===== src/rtl/qspi_read_sequencer.sv =====
// qspi_read_sequencer
//   Issues quad-output fast reads (0xEB) to a QSPI flash on the uio pad bus.
//   It steers an external nibble sampler with reading, seq_ready and adjust.
//   It packs the returned nibbles into bytes and queues them in a small FIFO.
//
//   Optional feature: define QSPI_CAL_EN to enable the sampler calibration window.
//   When it is enabled, the adjust output is held high for CAL_SCK SCK cycles at DATA entry.
//   When it is not defined, cal is ignored and adjust is tied low.
//
// Ports
//   clk, rst_n           clock; synchronous active-low reset
//   rd_start             start pulse; sampled only while IDLE
//   rd_addr[23:0]        flash byte address
//   rd_len[LEN_W-1:0]    bytes to read; 0 completes at once with no flash access
//   cal                  request a calibration window for this read
//   busy                 transaction in progress
//   done                 one-clock pulse at the end of a transaction
//   timeout, overrun     sticky status flags, cleared by an accepted rd_start
//   out_data, out_valid  FIFO head byte and the non-empty flag
//   out_ready            consumer ready
//   uio_out, uio_oe      pad outputs and pad enables
//                        [0]CS_n [1]IO0 [2]IO1 [3]SCK [4]IO2 [5]IO3 [7:6]RAM CS_n
//   reading, seq_ready   to the sampler: CS asserted, and DATA phase
//   adjust               to the sampler: calibration window
//   s_data, s_valid      sampler nibble {IO3,IO2,IO1,IO0} and its strobe
//   dbg_state            current FSM state, for observation
//
// Handshake: a byte leaves the FIFO on any clk where out_valid && out_ready.
//   out_data is stable while out_valid is high and out_ready is low.

module qspi_read_sequencer #(
  parameter int LEN_W       = 8,
  parameter int FIFO_DEPTH  = 4,
  parameter int TIMEOUT_CYC = 96,
  parameter int CAL_SCK     = 8
) (
  input  logic             clk,
  input  logic             rst_n,
  input  logic             rd_start,
  input  logic [23:0]      rd_addr,
  input  logic [LEN_W-1:0] rd_len,
  input  logic             cal,
  output logic             busy,
  output logic             done,
  output logic             timeout,
  output logic             overrun,
  output logic [7:0]       out_data,
  output logic             out_valid,
  input  logic             out_ready,
  output logic [7:0]       uio_out,
  output logic [7:0]       uio_oe,
  output logic             reading,
  output logic             seq_ready,
  output logic             adjust,
  input  logic [3:0]       s_data,
  input  logic             s_valid,
  output logic [2:0]       dbg_state
);

  typedef enum logic [2:0] {
    S_IDLE  = 3'd0,
    S_CMD   = 3'd1,
    S_ADDR  = 3'd2,
    S_MODE  = 3'd3,
    S_DUMMY = 3'd4,
    S_DATA  = 3'd5,
    S_CSH   = 3'd6
  } state_t;

  localparam logic [7:0] CMD_BYTE = 8'hEB;
  localparam int AW = $clog2(FIFO_DEPTH);
  localparam int TW = $clog2(TIMEOUT_CYC);

  state_t             state, state_nx;
  logic [1:0]         ph;        // 0,1,2 within one SCK cycle; SCK high on 2
  logic [7:0]         cnt;       // SCK cycles spent in the current state (saturates)
  logic [23:0]        addr_q;
  logic [LEN_W-1:0]   len_q;
  logic [LEN_W-1:0]   byte_cnt;
  logic [TW-1:0]      q_cnt;     // quiet clks in DATA since the last nibble
  logic               half;
  logic [3:0]         hi_nib;

  logic               sck_last;
  logic               accept;
  logic               finish;
  logic               take;
  logic               push;
  logic               pop;
  logic               full;

  logic [7:0]         mem [FIFO_DEPTH];
  logic [AW:0]        wr_ptr, rd_ptr;

  assign sck_last = (ph == 2'd2);
  assign accept   = (state == S_IDLE) && rd_start;
  // The read ends when all bytes have been collected or when the quiet timer expired.
  // timeout is cleared on accept, so inside DATA it refers to this transaction only.
  assign finish   = (byte_cnt == len_q) || timeout;
  assign take     = (state == S_DATA) && s_valid && !finish;
  assign push     = take && half;
  assign pop      = out_valid && out_ready;
  assign full     = (wr_ptr[AW] != rd_ptr[AW]) && (wr_ptr[AW-1:0] == rd_ptr[AW-1:0]);

  assign out_valid = (wr_ptr != rd_ptr);
  assign out_data  = mem[rd_ptr[AW-1:0]];
  assign busy      = (state != S_IDLE);
  assign reading   = (state == S_CMD) || (state == S_ADDR) || (state == S_MODE) ||
                     (state == S_DUMMY) || (state == S_DATA);
  assign seq_ready = (state == S_DATA);
  assign dbg_state = state;

  // Next state. Every state change except IDLE->CMD happens on the ph==2 clk.
  // As a result, the pads change only on ph==0.
  always_comb begin
    state_nx = state;
    case (state)
      S_IDLE:  if (rd_start && rd_len != '0)   state_nx = S_CMD;
      S_CMD:   if (sck_last && cnt == 8'd7)   state_nx = S_ADDR;
      S_ADDR:  if (sck_last && cnt == 8'd5)   state_nx = S_MODE;
      S_MODE:  if (sck_last && cnt == 8'd1)   state_nx = S_DUMMY;
      S_DUMMY: if (sck_last && cnt == 8'd3)   state_nx = S_DATA;
      S_DATA:  if (sck_last && finish)        state_nx = S_CSH;
      S_CSH:   if (sck_last && cnt == 8'd1)   state_nx = S_IDLE;
      default:                                state_nx = S_IDLE;
    endcase
  end

  always_ff @(posedge clk) begin
    if (!rst_n) begin
      state    <= S_IDLE;
      ph       <= 2'd0;
      cnt      <= '0;
      addr_q   <= '0;
      len_q    <= '0;
      byte_cnt <= '0;
      q_cnt    <= '0;
      half     <= 1'b0;
      hi_nib   <= '0;
      done     <= 1'b0;
      timeout  <= 1'b0;
      overrun  <= 1'b0;
    end else begin
      state <= state_nx;

      if (state == S_IDLE) ph <= 2'd0;
      else                 ph <= sck_last ? 2'd0 : ph + 2'd1;

      if (state_nx != state)            cnt <= '0;
      else if (sck_last && cnt != '1)   cnt <= cnt + 8'd1;

      done <= (accept && rd_len == '0) || (state == S_CSH && state_nx == S_IDLE);

      if (accept) begin
        addr_q   <= rd_addr;
        len_q    <= rd_len;
        byte_cnt <= '0;
        timeout  <= 1'b0;
        overrun  <= 1'b0;
      end

      if (state == S_DATA) begin
        if (s_valid) begin
          q_cnt <= '0;
        end else if (!finish) begin
          if (q_cnt == TW'(TIMEOUT_CYC - 1)) timeout <= 1'b1;
          else                               q_cnt   <= q_cnt + TW'(1);
        end
        // The first nibble is the high half, and the second completes the byte.
        if (take) begin
          if (!half) begin
            hi_nib <= s_data;
            half   <= 1'b1;
          end else begin
            half     <= 1'b0;
            byte_cnt <= byte_cnt + LEN_W'(1);
          end
        end
      end else begin
        q_cnt <= '0;
        half  <= 1'b0;  // a half byte left at the end is discarded
      end

      // A simultaneous pop frees the slot, so this does not count as an overrun.
      if (push && full && !pop) overrun <= 1'b1;
    end
  end

  // The output FIFO has extra-bit pointers to tell full from empty.
  always_ff @(posedge clk) begin
    if (!rst_n) begin
      wr_ptr <= '0;
      rd_ptr <= '0;
    end else begin
      if (push && (!full || pop)) wr_ptr <= wr_ptr + 1'b1;
      if (pop)                    rd_ptr <= rd_ptr + 1'b1;
    end
  end

  always_ff @(posedge clk) begin
    if (push && (!full || pop)) mem[wr_ptr[AW-1:0]] <= {hi_nib, s_data};
  end

`ifdef QSPI_CAL_EN
  logic cal_q;
  always_ff @(posedge clk) begin
    if (!rst_n)      cal_q <= 1'b0;
    else if (accept) cal_q <= cal;
  end
  // cnt restarts at DATA entry, so the window lasts exactly CAL_SCK SCK cycles.
  assign adjust = cal_q && (state == S_DATA) && (cnt < 8'(CAL_SCK));
`else
  logic unused_cal;
  assign unused_cal = cal;
  assign adjust     = 1'b0;
`endif

  // Pad drive
  logic [3:0] io;
  logic [3:0] io_oe;
  logic       cs_n;
  logic       sck;

  always_comb begin
    io    = 4'h0;
    io_oe = 4'h0;
    cs_n  = !reading;
    sck   = reading && sck_last;
    case (state)
      S_CMD: begin
        io[0] = CMD_BYTE[3'd7 - cnt[2:0]];
        io_oe = 4'b0001;
      end
      S_ADDR: begin
        io_oe = 4'b1111;
        case (cnt[2:0])
          3'd0:    io = addr_q[23:20];
          3'd1:    io = addr_q[19:16];
          3'd2:    io = addr_q[15:12];
          3'd3:    io = addr_q[11:8];
          3'd4:    io = addr_q[7:4];
          default: io = addr_q[3:0];
        endcase
      end
      S_MODE:  io_oe = 4'b1111;  // mode nibbles 0x0,0x0 leave continuous-read mode off
      default: ;
    endcase
  end

  assign uio_out = {2'b11, io[3], io[2], sck, io[1], io[0], cs_n};
  assign uio_oe  = {2'b11, io_oe[3], io_oe[2], 1'b1, io_oe[1], io_oe[0], 1'b1};

endmodule

===== config.mk =====
export PLATFORM = sky130hd
export DESIGN_NAME = qspi_read_sequencer
export DESIGN_NICKNAME = d
export VERILOG_FILES = /design/src/rtl/qspi_read_sequencer.sv
export SDC_FILE = /design/constraint.sdc
export NUM_CORES = 1
export LEC_CHECK = 0
export BUFFER_PORTS_ARGS = -buffer_cell sky130_fd_sc_hd__buf_2
export CAP_MARGIN = 10
export CORE_UTILIZATION = 30
export CTS_CLUSTER_SIZE = 24
export DETAILED_ROUTE_END_ITERATION = 12
export PLACE_DENSITY = 0.54
export SYNTH_ARGS = -nofsm -noshare
export SYNTH_HDL_FRONTEND = slang
export SYNTH_SLANG_ARGS = --single-unit
export TNS_END_PERCENT = 20

===== constraint.sdc =====
create_clock -name clk -period 6.5 [get_ports clk]
set_input_delay 0.325 -clock clk [delete_from_list [all_inputs] [get_ports clk]]
set_output_delay 0.325 -clock clk [all_outputs]
set_load 0.1 [all_outputs]

==> run_results.csv, run 1 <==
group,metric,value,unit
clocking,cts_tree,"yes",
timing,hold_viol_final,0,
timing,worst_pin_slew,1.09,ns
clocking,clk_path_buf_depth,2,
synth,synth_top_area_share,30.5,%
synth,synth-seq-area-share,49.8,%
clocking,postCtsSetupBuffers,0,
global_route,grt_first_pass_wirelength,18100,um
critical_path,cp_cell_sequence,"inv_1 > ha_1 > nor3_1 > a221oi_1 > o32ai_1 > buf_2",
clocking,clockRootBuffer,"clkbuf_16",
synth,synth.area.top_cells,"dfxtp_1 31%, edfxtp_1 19%, nand2_1 6.6%",
synth,synth_cells,520,
global_route,grt_pass1_vias,3671,
critical_path,critPathSlowestCell,"dfxtp_1",
critical_path,r2r-end,"mem[2][2]",
route,ant_nets,0,
synth,synth_top_area_cell,"dfxtp_1",
hold_path,hold_path_class,"in2reg",
critical_path,start_kind,"flip-flop",
timing,setup_viol,0,
power,p_per_area,241,nW/um2
synth,ys_types,61,
power,peakVddDrop,0.130,mV
finish,final.fill_count,1656,
synth,synth_edf_count,32,
timing,fin_tns_setup,0,ns
clocking,clk_latency,0.35,ns
flow_run,cap_violations,0,
route,wl_met1,4850,um
route,avgRoutedWirePerCell,13.9,um
critical_path,worstPathArrival,2.80,ns
global_route,track_usage,13.8,%
synth,async_reset_ff_share,0,%
placed_design,gp_congestion,0.824,
timing,finalMaxSlewViolations,0,
critical_path,cp-end-kind,"output port",
route,maxUsedRoutingLayer,"met5",
synth,synthTopCellsByCount,"87 x nand2_1, 76 x dfxtp_1, 51 x a21oi_1",
critical_path,r2r_start,"dbg_state[2]",
route,wl_met3,665,um
global_route,antenna_found_initial,3,
hold_path,hp-start,"rd_addr[9]",
route,viasPerCell,4.87,
route,drc,0,
clocking,cts_max_level,3,
floorplanning,die_width,131,um
finish,design_area,5740,um2
route,finalWirelength,11000,um
finish,final_nets,623,
clocking,cts_sinks,108,
timing,relSlewSlack,27.1,%
clocking,cts_hold_buf,0,
critical_path,worstSetupStartpoint,"cnt[2]",
floorplanning,start_util,31.0,%
hold_path,worstHoldPathCells,3,
synth,synth_ff_type,"dfxtp_1",
route,vias,3849,
route,drtPass1Iterations,6,
power,power.static_leakage,2.06,nW
global_route,grt_max_degree,56,
critical_path,cp.required,6.17,ns
clocking,path_clk_slew,0.07,ns
critical_path,cp_max_fo,22,
critical_path,path_class,"reg2out",
finish,drive_gt1_share,18.8,%
clocking,post_cts_resized,0,
run_status,status,"complete, no violations",
synth,ys_seq_elements,108,
synth,yosys.cell_count.top_type,"nand2_1",
route,drtIter0Drc,267,
critical_path,rrSetupSlack,4.08,ns
timing,final_min_period_over_clock_period,48.0,%
global_route,grt_overflow_total,0,
floorplanning,dieArea,17100,um2
hold_path,min_to,"addr_q[9]",
synth,syn_area_per_cell,9.58,um2
timing,rsz0062_at_grt,"false",
floorplanning,die_y,131,um
finish,area_delta_synth_final,15.2,%
timing,finalCriticalPeriod,3.12,ns
placed_design,placed_area,5440,um2
synth,synth_warnings,0,
placed_design,place_hpwl,7750,um
clocking,cts_buffers,9,
timing,fin_skew,0.00835,ns
synth,syn_area,4980,um2
floorplanning,fp-row-count,46,
placed_design,port_buffers,68,
floorplanning,io_pins,77,
timing,max_freq,320,MHz
floorplanning,coreArea,16100,um2
route,met2_length,5330,um
critical_path,critPathMaxStageDelay,0.78,ns
critical_path,rr_worst_depth,4,
power by group:
| part | total (W) | leakage, nW | internal (W) | switching (W) |
|---|---|---|---|---|
| clock | 0.000541 | 0.146 | 0.000278 | 0.000263 |
| sequential | 0.000713 | 0.872 | 0.000704 | 0.00000940 |
| combinational | 0.000131 | 1.04 | 0.0000320 | 0.0000995 |
| total | 0.00139 | 2.06 | 0.00101 | 0.000371 |
how the worst max path moves through the flow:
stage                             to  slack [ns]  cells after the start
after floorplan           uio_out[1]        2.51                      3
after global placement    uio_out[1]        3.79                      6
after detailed placement  uio_out[1]        3.73                      6
after CTS                 uio_out[1]        3.35                      6
after global routing      uio_out[1]        3.17                      6
final                     uio_out[1]        3.38                      6
metal layers:
layer,GRT usage (%),up-vias
met5,0,-
met2,23.8,99
met3,4.48,14
met4,4.73,2
li1,-,1942
met1,16.0,1792
final cells by class:
type | count | area, um2 | share of cell area (%)
diodes | 2 | 5.00 | 0.0872
clock buffers | 10 | 239 | 4.16
clock inverters | 6 | 55.1 | 0.959
inverters | 14 | 52.6 | 0.916
multi-input cells | 365 | 2280 | 39.7
flip-flops and latches | 108 | 2480 | 43.3
well taps | 216 | 270 | 4.71
repair buffers | 70 | 355 | 6.19
flip-flops by register name, summed over array words and instances (netlist names), named ones only:
name,count
mem,32
addr_q,24
byte_cnt,8
cnt,8
len_q,8
q_cnt,7
hi_nib,4
dbg_state,3
rd_ptr,3
wr_ptr,3
ph,2
done,1
half,1
overrun,1
timeout,1
worst max-delay path, delay by kind of cell, from the launching register on:
| kind | cells | cell delay [ns] |
|---|---|---|
| AND/OR/NAND/NOR | 1 | 0.44 |
| buffers and inverters | 2 | 0.59 |
| adder cells (fa/ha/maj) | 1 | 0.29 |
| flip-flops | 1 | 0.78 |
| AO/OA/AOI/OAI | 2 | 0.35 |
kinds of logic (layout without fill, tap and decap cells):
kind of cell,count (synthesis),after routing,share of synthesized area [%]
other cells,2,9,0.151
xor+xnor,16,16,2.81
buf+inv,52,100,4.82
compound gates,108,108,13.7
simple gates,207,207,20.6
fa+ha+maj,13,13,3.26
flops,108,108,49.8
mux,14,14,4.87
layout by cell type, fill, tap and decap left out, types with 4 or more instances in the layout:
cell type	n
nand2_1	87
dfxtp_1	76
buf_2	68
a21oi_1	51
nor2_1	38
edfxtp_1	32
nand3_1	20
o21ai_0	15
inv_1	13
ha_1	13
xor2_1	10
clkbuf_16	9
mux4_2	8
nand4_1	8
o21ai_1	8
conb_1	7
nor2b_1	6
nor3_1	6
xnor2_1	6
and2_1	5
and3_1	5
or3_1	5
a221oi_1	4
nand3b_1	4
mux2i_1	4
through the flow:
stage / total power [W] / setup slack [ns] / util [%] / hold WS, ns / std cells
2_1_floorplan: 0.000830 / 2.51 / - / 0.391 / 525
3_3_place_gp: 0.000858 / 3.79 / 33.9 / 0.400 / 773
3_5_place_dp: 0.000861 / 3.73 / 33.9 / 0.406 / 773
4_1_cts: 0.00140 / 3.35 / 35.7 / 0.196 / 789
5_1_grt: 0.00144 / 3.17 / 35.7 / 0.204 / 791
6_report: 0.00139 / 3.38 / 35.7 / 0.207 / 791
No activity file was read; power rests on OpenSTA's default activity.
==> run 2: changes to the inputs <==
==> constraint.sdc (replaced) <==
create_clock -name clk -period 3.15 [get_ports clk]
set_input_delay 0.1575 -clock clk [delete_from_list [all_inputs] [get_ports clk]]
set_output_delay 0.1575 -clock clk [all_outputs]
set_load 0.1 [all_outputs]
==> run_results.csv, run 2 (same netlist as run 1, synthesis figures left out) <==
group,metric,value,unit
flow_run,cap_violations,0,
clocking,cts_hold_buf,0,
route,vias,3850,
clocking,post_cts_resized,0,
timing,rsz0062_at_grt,"false",
global_route,antenna_found_initial,1,
run_status,status,"complete, no violations",
critical_path,worstPathArrival,2.52,ns
hold_path,hold_path_class,"in2reg",
timing,worst_pin_slew,0.934,ns
floorplanning,start_util,31.0,%
route,avgRoutedWirePerCell,14.0,um
critical_path,r2r-end,"mem[3][6]",
critical_path,r2r_start,"dbg_state[2]",
floorplanning,die_y,131,um
timing,fin_skew,0.00631,ns
finish,area_delta_synth_final,15.6,%
critical_path,rr_worst_depth,4,
timing,worst_slack,0.471,ns
power,power.static_leakage,2.07,nW
placed_design,gp_congestion,0.799,
hold_path,min_to,"addr_q[19]",
finish,antenna_cells,0,
finish,final_nets,626,
global_route,grt_overflow_total,0,
critical_path,critPathSlowestCell,"buf_2",
finish,drive_gt1_share,19.6,%
global_route,grt_max_degree,56,
critical_path,critPathMaxStageDelay,0.47,ns
timing,finalMaxSlewViolations,0,
clocking,cts_buffers,9,
finish,final.fill_count,1628,
hold_path,worstHoldPathCells,3,
timing,whs,0.0455,ns
global_route,grt_pass1_vias,3696,
timing,finalCriticalPeriod,2.68,ns
clocking,cts_tree,"yes",
floorplanning,die_width,131,um
placed_design,dp_worst_setup_slack,0.674,ns
timing,max_freq,373,MHz
route,drtIter0Drc,203,
finish,largest_register_ffs,32,
clocking,cts_sinks,108,
clocking,cts_max_level,3,
clocking,path_clk_slew,0.07,ns
finish,post-route-util,35.9,%
power,peakVddDrop,0.253,mV
route,ant_nets,0,
finish,layout_commonest_cell,"nand2_1",
finish,layout_common_cells,"87 x nand2_1, 76 x dfxtp_1, 68 x buf_2",
critical_path,cp_cell_sequence,"ha_1 > ha_1 > nor3_1 > a221oi_1 > o32ai_2 > buf_2",
floorplanning,coreArea,16100,um2
clocking,clk_path_buf_depth,2,
route,drtPass1Iterations,4,
critical_path,start_kind,"flip-flop",
hold_path,hp-start,"rd_addr[19]",
floorplanning,io_pins,77,
critical_path,rrSetupSlack,0.70,ns
timing,hold_viol_final,0,
timing,setup_viol,0,
critical_path,cp.required,2.99,ns
route,viasPerCell,4.86,
route,drc,0,
global_route,grt_first_pass_wirelength,18100,um
critical_path,cp-end-kind,"output port",
critical_path,path_common_cell,"ha_1",
clocking,postCtsSetupBuffers,0,
placed_design,port_buffers,68,
floorplanning,dieArea,17100,um2
clocking,clockRootBuffer,"clkbuf_16",
power,finalPower,0.00283,W
critical_path,path_class,"reg2out",
floorplanning,fp-row-count,46,
critical_path,cp_max_fo,8,
global_route,track_usage,13.6,%
critical_path,path_buf_inv,1,
critical_path,crit_family,"adder cells",
clocking,clk_latency,0.34,ns
power,p_per_area,492,nW/um2
placed_design,place_hpwl,7910,um
route,finalWirelength,11100,um
timing,relSlewSlack,37.6,%
timing,final_min_period_over_clock_period,85.1,%
## run 2: cell type report
| cell class | instances | area [um2] | area share (%) |
|---|---|---|---|
| Sequential cell | 108 | 2480 | 43.1 |
| Inverter | 14 | 52.6 | 0.912 |
| Clock buffer | 10 | 229 | 3.98 |
| Multi-Input combinational cell | 365 | 2290 | 39.8 |
| Clock inverter | 6 | 53.8 | 0.934 |
| Tap cell | 216 | 270 | 4.69 |
| Timing Repair Buffer | 73 | 378 | 6.56 |
## run 2: metrics by stage
stage | setup TNS (ns) | instance area, um2 | std cells
2_1_floorplan | -0.344 | 5020 | 525
3_3_place_gp | 0 | 5480 | 776
3_5_place_dp | 0 | 5480 | 776
4_1_cts | 0 | 5760 | 792
5_1_grt | 0 | 5760 | 792
6_report | 0 | 5760 | 792
## run 2: report_power, final
part	total, W	switching (W)	internal [W]
Clock	0.00109	0.000536	0.000553
Sequential	0.00147	0.0000180	0.00145
Combinational	0.000274	0.000206	0.0000679
## run 2: layer usage
metal,vias to the layer above,GRT usage (%),share of wire (%)
li1,1938,-,-
met1,1796,15.6,43
met2,101,24.5,50
met3,13,3.99,5.4
met4,2,3.92,1.4
met5,-,0,0.12
## run 2: worst max-delay path by stage
stage / from / to / slack [ns] / depth (start not counted)
CTS: cnt[0] / uio_out[1] / 0.45 / 6
finish: cnt[1] / uio_out[1] / 0.47 / 6
floorplan: dbg_state[2] / mem[3][0] / -0.04 / 4
global placement: dbg_state[2] / mem[3][2] / 0.73 / 4
global route: cnt[0] / uio_out[1] / 0.21 / 6
detailed placement: dbg_state[2] / mem[3][2] / 0.67 / 4
## run 2: worst reg2reg max path: cells and delay by family (launching register included)
family / cells / cell delay [ns]
AO/OA/AOI/OAI: 1 / 0.71
AND/OR/NAND/NOR: 2 / 0.60
flip-flops: 1 / 0.58
buffers and inverters: 1 / 0.28
==> run 3: changes to the inputs <==
--- a/config.mk
+++ b/config.mk
@@ -5,13 +5,15 @@
 export SDC_FILE = /design/constraint.sdc
 export NUM_CORES = 1
 export LEC_CHECK = 0
+export ABC_AREA = 1
 export BUFFER_PORTS_ARGS = -buffer_cell sky130_fd_sc_hd__buf_2
 export CAP_MARGIN = 10
 export CORE_UTILIZATION = 30
 export CTS_CLUSTER_SIZE = 24
 export DETAILED_ROUTE_END_ITERATION = 12
-export PLACE_DENSITY = 0.54
+export HOLD_SLACK_MARGIN = 0.03
+export PLACE_DENSITY = 0.53
 export SYNTH_ARGS = -nofsm -noshare
 export SYNTH_HDL_FRONTEND = slang
 export SYNTH_SLANG_ARGS = --single-unit
-export TNS_END_PERCENT = 20
+export TNS_END_PERCENT = 5
==> run_results.csv, run 3 <==
group,metric,value,unit
run_status,status,"complete, no violations",
critical_path,worstSetupStartpoint,"cnt[2]",
finish,layout_common_cells,"156 x nand2_1, 83 x inv_1, 76 x nor2_1, 76 x dfxtp_1, 68 x buf_2",
clocking,cts_hold_buf,4,
floorplanning,io_pins,77,
placed_design,port_buffers,68,
synth,synth_ff_type,"dfxtp_1",
floorplanning,die_y,134,um
critical_path,cp_cell_sequence,"inv_1 > ha_1 > inv_1 > o22ai_1 > a221oi_1 > nand2_1 > o21ai_0 > nand2_1 > buf_2",
placed_design,gp_congestion,0.797,
finish,seq_area,2480,um2
timing,finalCriticalPeriod,2.44,ns
floorplanning,fp-row-count,47,
global_route,track_usage,13.9,%
route,finalWirelength,11700,um
timing,setup_viol,0,
clocking,post_cts_resized,0,
finish,drive_gt1_share,14.6,%
critical_path,cp-end-kind,"output port",
finish,final_nets,796,
critical_path,critPathSlowestCell,"dfxtp_1",
synth,ys_types,37,
route,vias,4336,
critical_path,rrSetupSlack,1.02,ns
timing,relSlewSlack,63.2,%
hold_path,worstHoldPathCells,3,
hold_path,min_to,"addr_q[23]",
route,drc,0,
route,drtIter0Drc,239,
timing,final_min_period_over_clock_period,77.5,%
global_route,grt_pass1_vias,4083,
synth,async_reset_ff_share,0,%
synth,ys_seq_elements,108,
floorplanning,die_width,134,um
clocking,cts_tree,"yes",
synth,syn_area_per_cell,7.68,um2
synth,synth_top_area_cell,"dfxtp_1",
power,p_per_area,509,nW/um2
finish,post-route-util,36.1,%
clocking,clk_latency,0.36,ns
critical_path,critPathMaxStageDelay,0.46,ns
clocking,cts_max_level,3,
finish,largest_register_ffs,32,
global_route,antenna_found_initial,0,
timing,max_freq,410,MHz
synth,yosys.cell_count.top_type,"nand2_1",
clocking,path_clk_slew,0.08,ns
critical_path,worstPathArrival,2.28,ns
global_route,grt_first_pass_wirelength,19800,um
floorplanning,dieArea,17900,um2
timing,worst_pin_slew,0.552,ns
synth,synth-seq-area-share,47.7,%
timing,rsz0062_at_grt,"false",
power,power.static_leakage,2.54,nW
synth,synth_warnings,0,
clocking,clockRootBuffer,"clkbuf_16",
synth,synthTopCellsByCount,"156 x nand2_1, 83 x inv_1, 77 x nor2_1",
synth,syn_area,5200,um2
hold_path,hp-start,"rd_addr[23]",
finish,area_delta_synth_final,16.4,%
synth,synth_top_area_share,29.3,%
finish,layout_commonest_cell,"nand2_1",
global_route,grt_max_degree,55,
floorplanning,start_util,31.0,%
critical_path,cp_max_fo,9,
clocking,clk_path_buf_depth,2,
clocking,cts_sinks,108,
global_route,grt_overflow_total,0,
power,finalPower,0.00308,W
critical_path,r2r-end,"mem[3][7]",
hold_path,hold_path_class,"in2reg",
synth,synth_cells,677,
timing,fin_skew,0.0123,ns
clocking,cts_buffers,9,
power,peakVddDrop,0.277,mV
finish,final.fill_count,1809,
placed_design,place_hpwl,8450,um
critical_path,start_kind,"flip-flop",
clocking,postCtsSetupBuffers,0,
finish,design_area,6050,um2
route,avgRoutedWirePerCell,12.1,um
critical_path,r2r_start,"dbg_state[2]",
finish,final_cells,967,
finish,multi_input_area,2240,um2
timing,whs,0.0399,ns
critical_path,path_class,"reg2out",
synth,synth.area.top_cells,"dfxtp_1 29%, edfxtp_1 18%, nand2_1 11%",
synth,synth_edf_count,32,
critical_path,rr_worst_depth,5,
route,viasPerCell,4.48,
placed_design,placed_area,5710,um2
timing,finalMaxSlewViolations,0,
timing,hold_viol_final,0,
placed_design,place_inst,946,
route,ant_nets,0,
flow_run,cap_violations,0,
critical_path,cp.required,2.99,ns
route,drtPass1Iterations,4,
floorplanning,coreArea,16800,um2
==> run 3: changes by cell type in the layout (fill, tap and decap cells not counted), moves of 8 or more <==
cell / change
o22ai_1: +9
o21ai_1: -8
nor2_1: +38
inv_1: +70
o21ai_0: +38
nand2_1: +69
mux4_2: -8
nand3_1: +13
==> run 3: kinds of logic after synthesis <==
group                    count (synthesis)  synth area share [%]
XOR/XNOR                                13                  2.19
AO/OA/AOI/OAI                          130                  13.4
AND/OR/NAND/NOR                        294                  23.7
flip-flops                             108                  47.7
other                                    2                 0.144
adder cells (fa/ha/maj)                 13                  3.13
buffers and inverters                  117                  9.70
==> run 3: report_power, final <==
group / leakage [nW] / total [W] / switching, W / internal, W
combinational: 1.45 / 0.000466 / 0.000366 / 0.000100
clock: 0.143 / 0.00112 / 0.000561 / 0.000560
sequential: 0.949 / 0.00149 / 0.0000302 / 0.00146
==> run 3: final cells by class <==
cell class / instances / share of cell area, %
repair buffers: 79 / 7.15
flip-flops and latches: 108 / 41.0
well taps: 220 / 4.55
clock inverters: 7 / 1.20
multi-input cells: 457 / 37.0
clock buffers: 9 / 3.72
inverters: 86 / 5.33
diodes: 1 / 0.0413
==> run 3: worst max path at each step <==
stage	end	slack, ns	cells after the start
global route	uio_out[1]	0.51	9
detailed placement	mem[0][1]	1.0	5
global placement	mem[3][1]	1.06	5
finish	uio_out[1]	0.71	9
floorplan	uio_out[2]	-0.06	4
CTS	uio_out[1]	0.68	9
==> run 3: per-stage QoR <==
stage	worst slack (ns)	TNS [ns]
final	0.710	0
after global routing	0.509	0
after CTS	0.683	0
after floorplan	-0.0607	-0.182
after global placement	1.06	0
after detailed placement	0.998	0
==> run 3: critical path, delay by kind of cell, from the launching register on <==
kind	cells	cell delay (ns)
AO/OA/AOI/OAI	3	0.48
flip-flops	1	0.46
AND/OR/NAND/NOR	2	0.18
adder cells (fa/ha/maj)	1	0.28
buffers and inverters	3	0.53
==> run 3: layer usage <==
| layer | vias up | track usage [%] | part of all wire (%) |
|---|---|---|---|
| met5 | - | 0 | 0 |
| met3 | 12 | 2.82 | 4.1 |
| li1 | 2315 | - | - |
| met2 | 84 | 22.6 | 46 |
| met1 | 1925 | 18.4 | 49 |
| met4 | 0 | 4.55 | 1.2 |
